===== src/rtl/cgu_fdload_seq_if.sv =====
// cgu_fdload_seq_if: control, config and divider-bus bundle for the fdload sequencer.
// master = CGU register file side, slave = sequencer.
interface cgu_fdload_seq_if #(
  parameter int FDW  = 8,
  parameter int NDOM = 4
);
  logic                clk0en;
  logic                align;
  logic                cfg_req;
  logic [NDOM*FDW-1:0] cfg_fd0;
  logic [NDOM*FDW-1:0] cfg_fd2;
  logic [NDOM-1:0]     cfg_mask;
  logic [NDOM*FDW-1:0] fd0;
  logic [NDOM*FDW-1:0] fd2;
  logic [NDOM-1:0]     fdload;
  logic                busy;
  logic                done;
  logic                err;

  modport master (
    output clk0en, align, cfg_req,
    output cfg_fd0, cfg_fd2, cfg_mask,
    input  fd0, fd2, fdload,
    input  busy, done, err
  );

  modport slave (
    input  clk0en, align, cfg_req,
    input  cfg_fd0, cfg_fd2, cfg_mask,
    output fd0, fd2, fdload,
    output busy, done, err
  );
endinterface


===== src/rtl/cgu_fdload_seq.sv =====
// cgu_fdload_seq: shadowed fd0/fd2 reprogramming sequencer for clock-enable dividers.
// Define CGU_FDSEQ_TIMEOUT_EN to enable the WAIT_ALIGN timeout and err flag.
module cgu_fdload_seq #(
  parameter int FDW    = 8,
  parameter int NDOM   = 4,
  parameter int FD0RST = 127,
  parameter int SETTLE = 4,
  parameter int TMO    = 1023
) (
  input logic             clk,
  input logic             reset,
  cgu_fdload_seq_if.slave bus
);
  localparam int W = NDOM * FDW;
  localparam logic [FDW-1:0] FD0R = FDW'(FD0RST);
  localparam logic [7:0] SLAST = 8'(SETTLE - 1);

  typedef enum logic [2:0] {
    S_IDLE,
    S_WAIT,
    S_LOAD,
    S_SETTLE,
    S_DONE
  } state_e;

  state_e          state_q;
  logic [W-1:0]    sh_fd0_q, sh_fd0_d;
  logic [W-1:0]    sh_fd2_q, sh_fd2_d;
  logic [NDOM-1:0] sh_mask_q, sh_mask_d;
  logic [W-1:0]    fd0_q, fd0_d;
  logic [W-1:0]    fd2_q, fd2_d;
  logic [NDOM-1:0] fdload_q;
  logic [7:0]      cnt_q;
  logic            pend_q;
  logic            busy_q;
  logic            done_q;
  logic            err_q;
  logic            tmo_hit;

  // Shadow is forwarded so a request on the align cycle is the one loaded.
  always_comb begin
    sh_fd0_d  = bus.cfg_req ? bus.cfg_fd0  : sh_fd0_q;
    sh_fd2_d  = bus.cfg_req ? bus.cfg_fd2  : sh_fd2_q;
    sh_mask_d = bus.cfg_req ? bus.cfg_mask : sh_mask_q;
    fd0_d     = fd0_q;
    fd2_d     = fd2_q;
    for (int i = 0; i < NDOM; i++) begin
      if (sh_mask_d[i]) begin
        fd0_d[i*FDW +: FDW] = sh_fd0_d[i*FDW +: FDW];
        fd2_d[i*FDW +: FDW] = sh_fd2_d[i*FDW +: FDW];
      end
    end
  end

`ifdef CGU_FDSEQ_TIMEOUT_EN
  localparam int TW = $clog2(TMO + 1);
  logic [TW-1:0] tmo_q;

  always_ff @(posedge clk) begin
    if (reset || state_q != S_WAIT) tmo_q <= '0;
    else if (bus.clk0en) tmo_q <= tmo_q + TW'(1);
  end

  assign tmo_hit = (tmo_q == TW'(TMO - 1));
`else
  assign tmo_hit = 1'b0;
`endif

  always_ff @(posedge clk) begin
    if (reset) begin
      state_q   <= S_IDLE;
      sh_fd0_q  <= '0;
      sh_fd2_q  <= '0;
      sh_mask_q <= '0;
      fd0_q     <= {NDOM{FD0R}};
      fd2_q     <= '0;
      fdload_q  <= '0;
      cnt_q     <= '0;
      pend_q    <= 1'b0;
      busy_q    <= 1'b0;
      done_q    <= 1'b0;
      err_q     <= 1'b0;
    end else begin
      sh_fd0_q  <= sh_fd0_d;
      sh_fd2_q  <= sh_fd2_d;
      sh_mask_q <= sh_mask_d;
      done_q    <= 1'b0;
      unique case (state_q)
        S_IDLE: begin
          if (bus.cfg_req) begin
            err_q <= 1'b0;
            if (bus.cfg_mask != '0) begin
              state_q <= S_WAIT;
              busy_q  <= 1'b1;
            end else begin
              done_q <= 1'b1;
            end
          end
        end
        S_WAIT: begin
          if (bus.clk0en && (bus.align || tmo_hit)) begin
            state_q  <= S_LOAD;
            fdload_q <= sh_mask_d;
            fd0_q    <= fd0_d;
            fd2_q    <= fd2_d;
            if (!bus.align) err_q <= 1'b1;
          end
        end
        S_LOAD: begin
          if (bus.cfg_req) pend_q <= 1'b1;
          if (bus.clk0en) begin
            fdload_q <= '0;
            cnt_q    <= '0;
            state_q  <= S_SETTLE;
          end
        end
        S_SETTLE: begin
          if (bus.cfg_req) pend_q <= 1'b1;
          if (bus.clk0en) begin
            if (cnt_q == SLAST) begin
              state_q <= S_DONE;
              done_q  <= 1'b1;
              busy_q  <= 1'b0;
            end else begin
              cnt_q <= cnt_q + 8'd1;
            end
          end
        end
        S_DONE: begin
          if (bus.cfg_req) pend_q <= 1'b1;
          if (bus.clk0en) begin
            pend_q <= 1'b0;
            if (pend_q || bus.cfg_req) begin
              state_q <= S_WAIT;
              busy_q  <= 1'b1;
              err_q   <= 1'b0;
            end else begin
              state_q <= S_IDLE;
            end
          end
        end
        default: state_q <= S_IDLE;
      endcase
    end
  end

  // Gated by the root enable so a held LOAD never strobes on a dead cycle.
  assign bus.fdload = fdload_q & {NDOM{bus.clk0en}};
  assign bus.fd0    = fd0_q;
  assign bus.fd2    = fd2_q;
  assign bus.busy   = busy_q;
  assign bus.done   = done_q;
  assign bus.err    = err_q;
endmodule


===== src/flat_wrapper.sv =====
// flat-port wrapper written by rule: the top's interface ports become plain ports
module cgu_fdload_seq_flat 
#(
  parameter int FDW    = 8,
  parameter int NDOM   = 4,
  parameter int FD0RST = 127,
  parameter int SETTLE = 4,
  parameter int TMO    = 1023
)
  (clk, reset, bus_clk0en, bus_align, bus_cfg_req, bus_cfg_fd0, bus_cfg_fd2, bus_cfg_mask, bus_fd0, bus_fd2, bus_fdload, bus_busy, bus_done, bus_err);
  cgu_fdload_seq_if #(.FDW(FDW), .NDOM(NDOM)) bus_i ();
  input logic clk;
  input logic reset;
  input wire logic [$bits(bus_i.clk0en)-1:0] bus_clk0en;
  input wire logic [$bits(bus_i.align)-1:0] bus_align;
  input wire logic [$bits(bus_i.cfg_req)-1:0] bus_cfg_req;
  input wire logic [$bits(bus_i.cfg_fd0)-1:0] bus_cfg_fd0;
  input wire logic [$bits(bus_i.cfg_fd2)-1:0] bus_cfg_fd2;
  input wire logic [$bits(bus_i.cfg_mask)-1:0] bus_cfg_mask;
  output wire logic [$bits(bus_i.fd0)-1:0] bus_fd0;
  output wire logic [$bits(bus_i.fd2)-1:0] bus_fd2;
  output wire logic [$bits(bus_i.fdload)-1:0] bus_fdload;
  output wire logic [$bits(bus_i.busy)-1:0] bus_busy;
  output wire logic [$bits(bus_i.done)-1:0] bus_done;
  output wire logic [$bits(bus_i.err)-1:0] bus_err;
  assign bus_i.clk0en = bus_clk0en;
  assign bus_i.align = bus_align;
  assign bus_i.cfg_req = bus_cfg_req;
  assign bus_i.cfg_fd0 = bus_cfg_fd0;
  assign bus_i.cfg_fd2 = bus_cfg_fd2;
  assign bus_i.cfg_mask = bus_cfg_mask;
  assign bus_fd0 = bus_i.fd0;
  assign bus_fd2 = bus_i.fd2;
  assign bus_fdload = bus_i.fdload;
  assign bus_busy = bus_i.busy;
  assign bus_done = bus_i.done;
  assign bus_err = bus_i.err;
  cgu_fdload_seq #(.FDW(FDW), .NDOM(NDOM), .FD0RST(FD0RST), .SETTLE(SETTLE), .TMO(TMO)) u_core (.clk(clk), .reset(reset), .bus(bus_i));
endmodule

===== config.mk =====
export PLATFORM = sky130hd
export DESIGN_NAME = cgu_fdload_seq_flat
export DESIGN_NICKNAME = d
export VERILOG_FILES = /design/src/rtl/cgu_fdload_seq_if.sv /design/src/rtl/cgu_fdload_seq.sv /design/src/flat_wrapper.sv
export SDC_FILE = /design/constraint.sdc
export NUM_CORES = 1
export LEC_CHECK = 0
export ABC_AREA = 1
export BUFFER_PORTS_ARGS = -buffer_cell sky130_fd_sc_hd__buf_4
export CAP_MARGIN = 20
export CORE_MARGIN = 1
export CORE_UTILIZATION = 50
export DETAILED_ROUTE_END_ITERATION = 8
export PLACE_DENSITY = 0.76
export SYNTH_ARGS = -nofsm -noshare
export SYNTH_HDL_FRONTEND = slang
export SYNTH_SLANG_ARGS = --single-unit
export TNS_END_PERCENT = 10

===== constraint.sdc =====
create_clock -name clk -period 3.6 [get_ports clk]
set_clock_uncertainty 0.1 [all_clocks]
set_input_delay 0.18 -clock clk [delete_from_list [all_inputs] [get_ports clk]]
set_output_delay 0.18 -clock clk [all_outputs]
set_load 0.01 [all_outputs]

Word level (Yosys, flattened, before mapping). Index checks and enable logic that the tools add are counted.

Flip-flop bits (word level): 151. Memory bits (writable): 0. Bits in latches: 0. Bits in read-only memories: 0. Logic and storage cells: 94. Output and inout bits: 71. Input bits: 73. Memories kept: 0.

Reduce and logical (&&, ||, !) cells: 19. $mul: 0. Equality and inequality tests: 15. Shift-type cells: 0. Multiplexer cells: 40. $lt $le $gt $ge: 0. Divide/modulo/power cells: 0. Add/sub/neg operators: 1. Bitwise logic cells: 1.

Operator list (count): $mux 32 (2); $mux 8 (3); $mux 3 (7); $mux 1 (18); $pmux 8 s2 (1); $pmux 3 s5 (1); $reduce_and 3->1 (5); $reduce_and 7->1 (2); $mux 4 (3); $ne 2x2->1 const B (6); $add 8x1->8 const B (1); $eq 8x2->1 const B (1); $ne 2x1->1 const B (4); $pmux 4 s2 (1); $eq 3x2->1 const B (2); $pmux 1 s3 (2); $reduce_and 6->1 (1); $reduce_bool 2->1 (3); $reduce_bool 3->1 (2); $and 4x4->4 (1); $pmux 1 s2 (2); $reduce_and 4->1 (1); $reduce_bool 4->1 (1); $eq 3x1->1 const B (1); other kinds (5) (5).

Depth between registers and ports, before layout. Gate-level depths: netlist of run 1.

Depth in word-level cells: 4. Mapped depth: 9. Depth with buffers taken out: 9.

Least setup slack after synthesis of run 1. OpenSTA, ideal clock, no wires.

Kind: register to register. Start: register u_core.cnt_q[0]. End: register u_core.state_q[0]. Arrival: 1.211 ns. Stages on the path, launching flop included: 9. Path buffers: 0. Library setup time: 0.113 ns. Data required time: 3.387 ns. Slack: 2.176 ns. Cells stage by stage: dfxtp_1 -> ha_1 -> nand2_1 -> nor2_1 -> nor2_1 -> nor2_1 -> nand3_1 -> nor2_1 -> nor2_1.

Longest elaborated chain between the ends: 3.

RTL lines: start: declaration (line cgu_fdload_seq.sv:33) `logic [7:0] cnt_q;`; start signal: assignment (line cgu_fdload_seq.sv:125) `cnt_q <= cnt_q + 8'd1;`; $eq 8x2->1 (line cgu_fdload_seq.sv:120) `if (cnt_q == SLAST) begin`; $ne 2x1->1 (no source line); $reduce_and 7->1 (no source line); end signal: assignment (line cgu_fdload_seq.sv:114) `state_q <= S_SETTLE;`; end signal: assignment (line cgu_fdload_seq.sv:121) `state_q <= S_DONE;`; end signal: assignment (line cgu_fdload_seq.sv:134) `state_q <= S_WAIT;`; end: declaration (line cgu_fdload_seq.sv:26) `state_e state_q;`.

No other way between the ends. A chain may end at the register's enable or synchronous reset.

Final worst setup path of run 1.
Start: register u_core.state_q[2]. End: register u_core.fd2_q[9] (netlist: u_core.bus.fd2[9]).

Longest elaborated chain between the ends: 2.

RTL lines: start signal: assignment (line cgu_fdload_seq.sv:71) `state_q <= S_IDLE;`; start signal: assignment (line cgu_fdload_seq.sv:93) `state_q <= S_WAIT;`; start signal: assignment (line cgu_fdload_seq.sv:102) `state_q <= S_LOAD;`; $eq 3x1->1 (line cgu_fdload_seq.sv:88) `unique case (state_q)`; $reduce_and 3->1 (no source line); end signal: assignment (line cgu_fdload_seq.sv:76) `fd2_q <= '0;`; end signal: assignment (line cgu_fdload_seq.sv:105) `fd2_q <= fd2_d;`; end: declaration (line cgu_fdload_seq.sv:31) `logic [W-1:0] fd2_q, fd2_d;`.

No other way between the ends.

==> summary.md, run 1 <==
| Metric | Value |
|---|---|
| Status | finished, final reports clean |
| IR drop worst, VDD | 0.456 mV |
| Main combinational cell family by area after synthesis | simple AND/OR/NAND/NOR gates |
| Chip Width | 110 µm |
| DRC viols | 0 |
| Cell Pwr Density | about 540 mW/mm² |
| First DRT Iteration DRCs | between 200 and 250 |
| Seq cells post-synth | ~150 |
| P&R area growth vs syn | 38.3% |
| Placer Congestion | 0.823 |
| Tcrit/Tclk final | approximately half |
| Final Non-Filler Cells | between 1000 and 1500 |
| Post-Route WL | between 10 and 15 mm |
| Critical path class | reg2reg |
| Setup TNS | 0 ps |
| Placed Instances | about 980 |
| Register area share after synthesis | between 50% and 60% |
| Cell Area, Synth | slightly below 0.006 mm² |
| Clock transition at path regs | about 60 ps |
| Clk_lat worst skew | 420 ps |
| Endpoint class of the critical path | register |
| Clock sink total | between 150 and 200 |
| Total die area | roughly 0.012 mm² |
| Top-Level Pins | 144 |
| Via Count | about 5200 |
| Grt total ovfl | 0 |
| Avg Cell Area, Syn | 8.03 µm² |
| Initial antenna violation count | 0 |
| Final nets | 990 |
| Min Tclk post-route | ~1800 ps |
| WP data arrival | between 1500 and 2000 ps |
| Worst Hold Class | in2reg |
| R2R setup slack | around 1800 ps |
| First-pass GRT wire length | ~23 mm |
| Required time of the critical path | 3820 ps |
| Met1 WL | about 6.1 mm |
| Primary FF master, synth | dfxtp_1 |
| GRT Util Overall | around 25% |
| Post-route cell area | 0.00807 mm² |
| Vias in the first global route | slightly below 5000 |
| Post-synth EDFFs | 0 |
| Met2 wire length | slightly above 7 mm |
| Clk buf depth | 2 |
| Rows | 39 |
| Core area | approximately 0.011 mm² |
| CTS Buf Count | 17 |
| Xor and xnor area share after synthesis | 0% |
| Unrepaired setup endpoints after global routing | no |
| Ant. Diodes | 0 |
| Final count of pins violating max slew | 0 |
| Ys async rst share | 0% |
| Pin count of the biggest net entering global routing | 81 |
| TritonCTS clock tree | done |
| Post-Synth Simple-Gate Area | approximately 22% |
| Slew HR | between 40 and 50% |
| Multiplexer share of the synthesized area | ~4.8% |
| Achievable frequency | 0.569 GHz |
| Via/cell ratio | between 4 and 5 |
| Max_cap viols | 0 |
| Worst-path fanout max | 18 |
| Top sig layer | met4 |
| Die Ht | about 110 µm |
| Hpwl dp | between 8 and 9 mm |
| Final hold vios | 0 |
| Port Buf Inserts | 143 |
| Endpoints failing setup | 0 |
| Syn Nets | ~800 |
| Number of synthesis warnings | 0 |
| Adder-cell share of the synthesized area | 0.214% |
| Final Power | roughly 4300 µW |
| Unique cell type count in the Yosys netlist | 33 |
| Cells after synthesis | 727 |
| Antenna viol nets, final | 0 |
| H-tree Lvls | 4 |
| Initial cell density of the core | ~51% |
| Critical path startpoint category | register |
| Layout cells sized above 1 | 21.4% |
| Worst-Margin Slew | just over 800 ps |
| Lkg Pwr | between 0.003 and 0.004 µW |
| Post-CTS sizing | 0 |
| Post-synthesis compound-gate area fraction | between 10% and 20% |
| Met3 WL | roughly 840 µm |
| DP Area | between 0.006 and 0.007 mm² |
| 1st-pass router iterations | 5 |
| CTS root buf | clkbuf_16 |
| WL/cell | around 13 µm |
==> layout by cell type, fill, tap and decap left out <==
cell and count:
o21ai_1 1, nor2_8 1, o21ai_2 1, nand4_1 2, a21oi_1 44, bufinv_16 1
inv_1 61, inv_2 2, buf_4 146, a211oi_2 4, clkbuf_8 1, clkinvlp_4 5
inv_4 3, nor2_4 1, nand2_4 4, a211oi_1 32, clkbuf_16 17, dfxtp_1 151
o22ai_1 1, nand2_2 1, o21ai_0 36, clkinv_4 5, nand3b_1 2, dlygate4sd3_1 61
ha_1 1, nand3_2 1, mux2i_1 28, nand3_1 12, nor2_1 135, clkinv_2 3
a21oi_4 1, o21bai_1 1, nor3_1 1, inv_6 2, nand2_1 160, o31ai_1 1
==> layout make-up <==
cell class              count  area [µm²]
clock buffers              18         439
clock inverters            14         126
fillers                   888        3340
inverters                  68         273
multi-input cells         471        2330
flip-flops and latches    151        3020
well taps                 143         179
repair buffers            207        1710
==> timing repair <==
action,CTS,global route
setup buffers,0,0
hold buffers,61,0
endpoints found under the hold margin,83,0
==> sequential cells by signal, summed over array words and instances (netlist names) <==
| signal | count |
|---|---|
| u_core.bus.fd2 | 32 |
| u_core.sh_fd0_q | 32 |
| u_core.sh_fd2_q | 32 |
| u_core.bus.done | 1 |
| u_core.bus.fd0 | 32 |
| u_core.sh_mask_q | 4 |
| u_core.cnt_q | 8 |
| u_core.fdload_q | 4 |
| u_core.pend_q | 1 |
| u_core.state_q | 3 |
| u_core.bus.err | 1 |
| u_core.bus.busy | 1 |
==> per-stage QoR <==
stage / hold slack [ps] / worst slack [ps] / utilization [%]
finish: 22.0 / 1840 / 70.7
detailed placement: 341 / 1620 / 60.4
CTS: 0.969 / 1880 / 70.7
floorplan: 241 / 2180 / -
global placement: 331 / 1680 / 60.4
global route: 32.3 / 1690 / 70.7
==> synth_stat cells (2+ instances only) <==
library cell / instances / share of area, %
a211oi_1: 32 / 4.1
a211oi_2: 4 / 0.86
a21oi_1: 44 / 3.8
buf_1: 5 / 0.32
buf_2: 11 / 0.94
buf_4: 7 / 0.90
buf_6: 5 / 0.96
clkbuf_1: 9 / 0.58
clkinv_4: 2 / 0.30
dfxtp_1: 151 / 52
inv_1: 61 / 3.9
inv_2: 2 / 0.13
inv_4: 3 / 0.32
mux2i_1: 28 / 4.8
nand2_1: 160 / 10
nand2_4: 4 / 0.77
nand3_1: 12 / 1.0
nand3b_1: 2 / 0.26
nand4_1: 2 / 0.21
nor2_1: 135 / 8.7
o21ai_0: 36 / 3.1
==> path summary, 6_finish.rpt <==
path	to	from	cells past startpoint
worst max register to register	u_core.bus.fd2[9]	u_core.state_q[2]	7
worst min-delay path	u_core.sh_fd2_q[4]	bus_cfg_fd2[4]	5
worst max-delay path	u_core.bus.fd2[9]	u_core.state_q[2]	7
worst min register to register	u_core.bus.err	u_core.bus.err	2
==> where the power goes <==
part           leakage [µW]  internal [µW]  switching [µW]
logic               0.00227            335             443
registers           0.00123           1800            78.6
clock network      0.000265            970             713
==> layer usage <==
metal | vias to the layer above | track usage [%]
met5 | - | 0
met1 | 2349 | 28.0
met4 | 0 | 10.0
met2 | 155 | 42.2
met3 | 27 | 8.35
li1 | 2709 | -
==> worst max-delay path: stages, from the launching register on <==
cell and delay (ps):
dfxtp_1 420, clkinv_4 90, nand3_2 130, nor2_8 200
nand2_4 170, inv_4 200, nor2_1 90, a211oi_1 230
==> kinds of logic (layout without fill, tap and decap cells) <==
kind of cell             Yosys count  in the layout
buffers and inverters            105            307
AND/OR/NAND/NOR                  320            320
AO/OA/AOI/OAI                    122            122
flip-flops                       151            151
adder cells (fa/ha/maj)            1              1
multiplexers                      28             28
Note: power is estimated with default switching activity, not from simulation.
==> run 2: changes to the inputs <==
CORE_UTILIZATION = 48   (was 50)
clock period = 1.6 ns   (was 3.6 ns; I/O delays follow)
==> run 2 against run 1 <==
Effect of this change: the run now ends with design-rule violations, negative hold slack left; largest power group unchanged; non-clock buffer count up 36; clock power increased by 110%; sequential share of layout area fell by 1.8 points.
==> summary.md, run 2 (synthesis gave the netlist of run 1 again) <==
| Metric | Value |
|---|---|
| Multi-input gate area | 0.00240 mm² (was 0.00233 mm²) |
| Clock sink total | 151 (unchanged) |
| Ant. Diodes | 0 (unchanged) |
| Max_cap viols | 0 (unchanged) |
| First-pass GRT wire length | 25.8 mm (was 22.7 mm) |
| Total die area | 0.0126 mm² (was 0.0121 mm²) |
| Endpoint class of the critical path | register (unchanged) |
| Commonest cells after routing, fill and taps aside | nand2_1 (158), buf_4 (156), dfxtp_1 (146) (was nand2_1 (160), dfxtp_1 (151), buf_4 (146)) |
| Int Pwr | 7160 µW (was 3100 µW) |
| Post-Route WL | 15.5 mm (was 14.3 mm) |
| Worst Hold Class | in2reg (unchanged) |
| Die Ht | 112 µm (was 110 µm) |
| Core area | 0.0116 mm² (was 0.0114 mm²) |
| Net Sw Frac | 27.5% (was 28.5%) |
| Combinational share of power | 20.6% (was 17.9%) |
| Antenna viol nets, final | 0 (unchanged) |
| DRC viols | 7 (was 0) |
| Initial cell density of the core | 50.3% (was 51.1%) |
| Grt met2 use | 46.8% (was 42.2%) |
| First DRT Iteration DRCs | 250 (was 219) |
| Final nets | 1026 (was 990) |
| Via Count | 5528 (was 5240) |
| Endpoints failing setup | 0 (unchanged) |
| 1st-pass router iterations | 8 (was 5) |
| Required time of the critical path | 1790 ps (was 3820 ps) |
| Met1 GRT Util | 28.2% (was 28.0%) |
| Most Crowded Layer GR | met2 (unchanged) |
| Initial antenna violation count | 0 (unchanged) |
| Worst-Margin Slew | 433 ps (was 818 ps) |
| Reg power frac | 43.1% (was 43.3%) |
| Failing checks | design-rule violations, negative hold slack |
| Pin count of the biggest net entering global routing | 37 (was 81) |
| Rows | 39 (unchanged) |
| Top-Level Pins | 144 (unchanged) |
| CTS root buf | clkbuf_16 (unchanged) |
| Chip Width | 112 µm (was 110 µm) |
| Total area of sequential cells | 0.00303 mm² (was 0.00302 mm²) |
| IR drop worst, VDD | 0.839 mV (was 0.456 mV) |
| Via/cell ratio | 5.00 (was 4.89) |
| Layout cells sized above 1 | 23.1% (was 21.4%) |
| Port Buf Inserts | 143 (unchanged) |
| Placer Congestion | 0.904 (was 0.823) |
| Vias in the first global route | 5600 (was 4898) |
| Clk_lat worst skew | 410 ps (was 420 ps) |
| Tcrit/Tclk final | 94.8% |
| WL/cell | 14.1 µm (was 13.4 µm) |
| Min Tclk post-route | roughly 1500 ps |
| TritonCTS clock tree | done (unchanged) |
| DP Worst Slack | -26.1 ps (was 1620 ps) |
| Clock transition at path regs | 60 ps (about the same) |
| H-tree Lvls | 4 (unchanged) |
| Worst-path fanout max | 8 (was 18) |
| CTS Buf Count | 17 (unchanged) |
| Commonest non-fill, non-tap cell in the layout | nand2_1 (unchanged) |
| Lkg Pwr | 0.00398 µW (was 0.00377 µW) |
| Final hold vios | 1 (was 0) |
| Fill cells | 843 (was 888) |
| Cell Pwr Density | 1160 mW/mm² (was 537 mW/mm²) |
| Unrepaired setup endpoints after global routing | yes (was no) |
| Status | finished with violations (was finished, final reports clean) |
| Critical path class | in2reg (was reg2reg) |
| Clk buf depth | 2 (unchanged) |
| GR Util met3 | 7.40% (was 8.35%) |
| Slew HR | 71.1% (was 45.4%) |
| Tightest hold margin | -31.5 ps (was 22.0 ps) |
| Final setup margin | 82.6 ps (was 1840 ps) |
| Clock power frac | 36.3% (was 38.8%) |
| Grt total ovfl | 0 (unchanged) |
| Final count of pins violating max slew | 0 (unchanged) |
| Critical path startpoint category | input port (was register) |
| P&R area growth vs syn | 45.9% (was 38.3%) |
| WP data arrival | 1710 ps (was 1980 ps) |
| Hpwl dp | 9.82 mm (was 8.85 mm) |
| Net load switching power | 2710 µW (was 1230 µW) |
| Achievable frequency | between 0.6 and 0.7 GHz |
| GRT Util Overall | 26.1% (was 24.6%) |
-- run 2: changes by cell type in the layout (fill, tap and decap cells not counted), moves of 5 or more --
cell           change
dlygate4sd3_1     +21
clkbuf_1           +5
dfxtp_1            -5
buf_4             +10
clkinvlp_4         -5
buf_12             +5
-- run 2: critical path: stages --
cell,delay [ps]
dlygate4sd3_1,540
buf_4,180
inv_1,150
nand3_1,130
nand2_1,80
nor2_1,220
nand3_1,180
nand2_1,100
nor2_1,50
-- run 2: power groups by stage --
| stage | clock network [µW] | registers (µW) | logic, µW |
|---|---|---|---|
| after floorplan | 0 | 4310 | 1050 |
| after global placement | 0 | 4280 | 1650 |
| after detailed placement | 0 | 4300 | 1720 |
| after CTS | 3630 | 4230 | 1900 |
| after global routing | 3830 | 4280 | 2240 |
| final | 3590 | 4250 | 2030 |
-- run 2: path summary, 6_finish.rpt --
| kind | from | endpoint | slack [ps] | depth (start not counted) |
|---|---|---|---|---|
| max | bus_clk0en | u_core.bus.err | 80 | 9 |
| min | bus_cfg_mask[1] | u_core.sh_mask_q[1] | -30 | 5 |
| max reg2reg | u_core.state_q[1] | u_core.bus.fd2[23] | 90 | 7 |
| min reg2reg | u_core.fdload_q[3] | u_core.fdload_q[3] | 360 | 2 |
-- run 2: what timing repair did --
action | CTS | global route
setup buffers | 0 | 3
hold buffers | 82 | 0
setup endpoints to repair | 14 | 28
resized for setup | 4 | 29
hold endpoints to repair | 132 | 0
pin swaps | 0 | 6
-- run 2: per-layer routing --
layer / vias to the layer above / share of wire [%]
met1: 2509 / 40
met2: 196 / 51
met4: 0 / 2.7
li1: 2784 / -
met5: - / 0
met3: 39 / 6.0
-- run 2: layout make-up --
cell class              instances  area share [%]
well taps                     143            2.10
multi-input cells             471            28.1
clock inverters                 5           0.587
inverters                      68            3.47
flip-flops and latches        151            35.6
clock buffers                  24            5.54
repair buffers                243            24.6
-- run 2: metrics by stage --
step	TNS, ps	power [µW]	instance area [µm²]	util (%)	cells
after floorplan	0	5360	5840	-	727
after global placement	0	5930	7050	60.7	991
after detailed placement	-56.8	6020	7050	60.7	991
after CTS	0	9760	8400	72.3	1102
after global routing	-61.5	10300	8520	73.4	1105
final	0	9870	8520	73.4	1105
